**config.mk**
```make
export PLATFORM = sky130hd
export DESIGN_NAME = vect_loader
export DESIGN_NICKNAME = d
export VERILOG_FILES = /design/src/rtl/vect_loader.sv
export SDC_FILE = /design/constraint.sdc
export NUM_CORES = 1
export LEC_CHECK = 0
export ABC_AREA = 1
export CAP_MARGIN = 20
export CORE_UTILIZATION = 43
export CTS_CLUSTER_SIZE = 14
export DETAILED_ROUTE_END_ITERATION = 7
export PLACE_DENSITY = 0.78
export SLEW_MARGIN = 30
export SYNTH_ARGS = -nofsm -noshare
export SYNTH_HDL_FRONTEND = slang
export SYNTH_SLANG_ARGS = --single-unit
```
**constraint.sdc**
```tcl
create_clock -name clk -period 1.5 [get_ports clk]
set_input_delay 0.225 -clock clk [delete_from_list [all_inputs] [get_ports clk]]
set_output_delay 0.225 -clock clk [all_outputs]
set_load 0.01 [all_outputs]
```
**src/rtl/vect_loader.sv**
```systemverilog
// Serial-to-parallel vector assembler: packs up to `N_MAX WIDTH-bit elements
// from a valid/ready stream into one vector held under a valid/ready handshake.
`ifndef N_MAX
`define N_MAX 4
`endif

module vect_loader #(
  parameter int WIDTH = 43,
  parameter int CNT_W = 8
) (
  input  logic                      clk,
  input  logic                      rst,
  input  logic                      start,
  input  logic [CNT_W-1:0]          len,
  input  logic                      el_valid,
  input  logic [WIDTH-1:0]          el_data,
  output logic                      el_ready,
  output logic                      vect_valid,
  input  logic                      vect_ready,
  output logic [`N_MAX*WIDTH-1:0]   vect_out,
  output logic                      busy,
  output logic                      len_err
);

  localparam int NM = `N_MAX;
  localparam logic [CNT_W-1:0] N_MAX_C = CNT_W'(NM);

  typedef enum logic [1:0] {IDLE, FILL, HOLD} state_t;

  state_t           state, state_nxt;
  logic [CNT_W-1:0] len_q;
  logic [CNT_W-1:0] idx;
  logic [CNT_W-1:0] idx_nxt;
  logic [WIDTH-1:0] slot [NM];
  logic             len_ok;
  logic             load;
  logic             wr_en;
  logic             last;

  assign len_ok  = (len != '0) && (len <= N_MAX_C);
  assign load    = (state == IDLE) && start && len_ok;
  assign wr_en   = (state == FILL) && el_valid;
  assign idx_nxt = idx + CNT_W'(1);
  assign last    = (idx_nxt == len_q);

  always_ff @(posedge clk or negedge rst) begin
    if (!rst) state <= IDLE;
    else      state <= state_nxt;
  end

  always_comb begin
    state_nxt = state;
    case (state)
      IDLE:    if (load) state_nxt = FILL;
      FILL:    if (wr_en && last) state_nxt = HOLD;
      HOLD:    if (vect_ready) state_nxt = IDLE;
      default: state_nxt = IDLE;
    endcase
  end

  always_comb begin
    el_ready   = (state == FILL);
    vect_valid = (state == HOLD);
    busy       = (state != IDLE);
  end

  // Slots are cleared on every legal start so unused upper slots read as zero.
  always_ff @(posedge clk or negedge rst) begin
    if (!rst) begin
      len_q   <= '0;
      idx     <= '0;
      len_err <= 1'b0;
      for (int i = 0; i < NM; i++) slot[i] <= '0;
    end else begin
      len_err <= (state == IDLE) && start && !len_ok;
      if (load) begin
        len_q <= len;
        idx   <= '0;
        for (int i = 0; i < NM; i++) slot[i] <= '0;
      end else if (wr_en) begin
        idx <= idx_nxt;
        for (int i = 0; i < NM; i++)
          if (idx == CNT_W'(i)) slot[i] <= el_data;
      end
    end
  end

  for (genvar g = 0; g < NM; g++) begin : g_pack
    assign vect_out[g*WIDTH +: WIDTH] = slot[g];
  end

endmodule

```
==> flow_summary.ini <==
[clock_network]
cts_buffers = 17
clk_latency_ps = 460
cts_max_level = 4
clock_path_buffers = 2
tritoncts = built
cts.clk_slew.worst_paths_ps = 70
cts_num_sinks = 191
cts-root-buf = clkbuf_16

[grt]
grt_pass1_wl_mm = 41.6
antenna_found_initial = 0
grt_pass1_vias = 7486
grt_max_degree = 52
track_usage = 0.307
gr-total-overflow = 0

[power]
peakVddDrop_v = 0.000912
total_power_mw = 14.5
clkPwrFrac = 0.333
p_seq_frac = 0.416
power.switching_mw = 4.48
power_per_cell_area_nw_per_um2 = 1120
pwr-share-comb = 0.250
internal_power_mw = 9.98
switching_share = 0.310
leakage_nw = 6.69

[logic_synthesis]
post-synth-top-area-cell = dfrtp_1
ys_seq_area_frac = 0.620
synth_most_common_cell = nand2_1
ys_dominant_reg_cell = dfrtp_1
synth_cell_types = 30
synth-edff-count = 0
async_flop_share = 1.00
postSynthAreaPerCell_um2 = 9.67
netlist_top_cells_area = dfrtp_1 (62%), nand2_1 (13%), o21ai_0 (8.7%), buf_6 (3.2%), o21ai_2 (1.9%)
synth_cells = 797
syn_area_um2 = 7710
synthTopCellsByCount = nand2_1 (272), dfrtp_1 (191), o21ai_0 (134)
yosysWarnings = 0
synth-seq-cells = 191
syn_nets = 857
synth_top_area_share = 0.620

[floorplan]
core-area_um2 = 17400
ios = 232
die_x_um = 136
die-area_um2 = 18500
initial_utilization = 0.443
rows = 48
die_h_um = 136

[setup_path]
cpPeakStageDelay_ps = 390
worstReg2RegStart = state[1]
critPathKind = flop to flop
required_ps = 1810
worstReg2RegEnd = vect_out[17]
critPathLaunch = state[1]
critPathMaxFanout = 7
critPathSlowestCell = dfrtp_1
ff2ff_path_depth = 10
start_kind = flop
arrival_ps = 2010
rrSetupSlack_ps = -200
cp-end-kind = flop
crit_chain = inv_2 > nand2_4 > nor2_4 > buf_4 > nand3_4 > nand2_8 > clkinv_8 > buf_16 > nand2_1 > o21ai_0
endpoint = vect_out[17]

[timing]
min_period_ps = 1700
worst_slew_pin_slew_ps = 496
fmax_ghz = 0.589
rsz0062_at_grt = yes
slew_violations = 0
setup-violations-final = 181
fin_skew_ps = 18.8
hold_viol = 0
max_slew_margin = 0.669
finalCritPeriodShare = 1.13
setup_slack_ps = -197
finalSetupTns_ps = -15840

[drt]
top_layer = met4
wl_per_cell_um = 21.9
drtIter0Drc = 500
vias = 7419
wl_met1_mm = 11.0
route.met2.wl_mm = 14.9
vias_per_cell = 5.52
drt-total-wl_mm = 29.4
ant_nets = 0
wl_met3_mm = 2.52
dr.pass1.iters = 4
drc_errors = 0

[final_layout]
nets = 1165
drive_above_1_share = 0.336
area_delta_synth_final_pct = 66.7
antenna_cells = 0

[worst_hold_path]
hold_path_class = input pin to asynchronous set/reset pin

[place]
portBuffers = 231
hpwl_mm = 15.9
gp_congestion = 0.882

[run]
maxCapViolations = 0

[run_status]
failed_checks = setup timing
outcome = finished with violations
## worst max-delay path, delay by kind of cell (launching register included)
kind            cells  cell delay (ps)
simple gates        5              540
buf+inv             4              530
flops               1              390
compound gates      1               90
## through the flow
step | instance area (µm²) | instances | hold slack, ps | setup slack [ps] | util
after floorplan | 7720 | 797 | -70.6 | 0.921 | -
after global placement | 10600 | 1266 | 218 | -464 | 0.607
after detailed placement | 10600 | 1266 | 222 | -522 | 0.607
after CTS | 12100 | 1338 | 334 | -125 | 0.694
after global routing | 12800 | 1343 | 341 | -269 | 0.738
final | 12800 | 1343 | 299 | -197 | 0.738
## registers in the layout, summed over array words and instances (netlist names)
signal / cells
len_err: 1
len_q: 8
idx: 8
vect_out: 172
state: 2
## power by group through the flow
stage,combinational [mW],clock (mW),sequential [mW]
2_1_floorplan,1.25,0,6.14
5_1_grt,3.92,5.05,6.06
3_5_place_dp,3.06,0,6.00
4_1_cts,3.14,4.77,5.94
6_report,3.62,4.82,6.01
3_3_place_gp,2.98,0,5.99
## what timing repair did
item	CTS	global route
endpoints found under the setup margin	352	184
pin swaps	8	18
gates resized for setup	406	225
setup buffers	22	5
hold buffers	1	0
gates cloned	17	4
hold endpoints to repair	42	0
## how the worst min path moves through the flow
stage / slack (ps) / to
final: 300 / vect_out[135]
after global placement: 220 / vect_out[133]
after detailed placement: 220 / vect_out[133]
after global routing: 340 / vect_out[137]
after CTS: 330 / vect_out[133]
after floorplan: -70 / idx[0]
## cell type report
class	count	area [µm²]
Fill cell	1189	4570
Clock inverter	13	176
Clock buffer	19	433
Timing Repair inverter	1	11.3
Multi-Input combinational cell	526	3410
Sequential cell	191	4780
Timing Repair Buffer	329	3560
Tap cell	225	282
Inverter	39	195
## cells in the final DEF (no fill, tap or decap), types with 4 or more instances in the layout
cell type,synthesis,final
buf_16,0,14
nand3_2,2,4
dlygate4sd2_1,0,173
clkdlybuf4s50_1,0,54
o21ai_2,17,69
nand3_1,23,19
nand2_2,3,73
nor2_1,21,13
nor2_4,1,4
dfrtp_1,191,189
nand2_1,272,143
buf_6,22,25
inv_8,0,5
buf_4,6,33
nand3_4,2,4
inv_6,0,4
o21ai_1,28,70
clkbuf_16,0,19
buf_12,0,23
o21ai_0,134,37
nor2_2,1,6
nand2_4,0,58
inv_1,33,26
inv_2,5,6
## kinds of logic (layout without fill, tap and decap cells)
logic type               Yosys count  after routing  synth area share
AO/OA/AOI/OAI                    187            187             0.131
XOR/XNOR                           3              3           0.00341
adder cells (fa/ha/maj)            4              4           0.00649
buffers and inverters             80            401            0.0643
flip-flops                       191            191             0.620
AND/OR/NAND/NOR                  332            332             0.175
## per-layer routing
layer,vias to the layer above,GRT usage
met4,0,0.135
met1,3712,0.369
li1,3227,-
met3,79,0.0850
met2,401,0.516
met5,-,0
(Power assumes the default switching activity.)
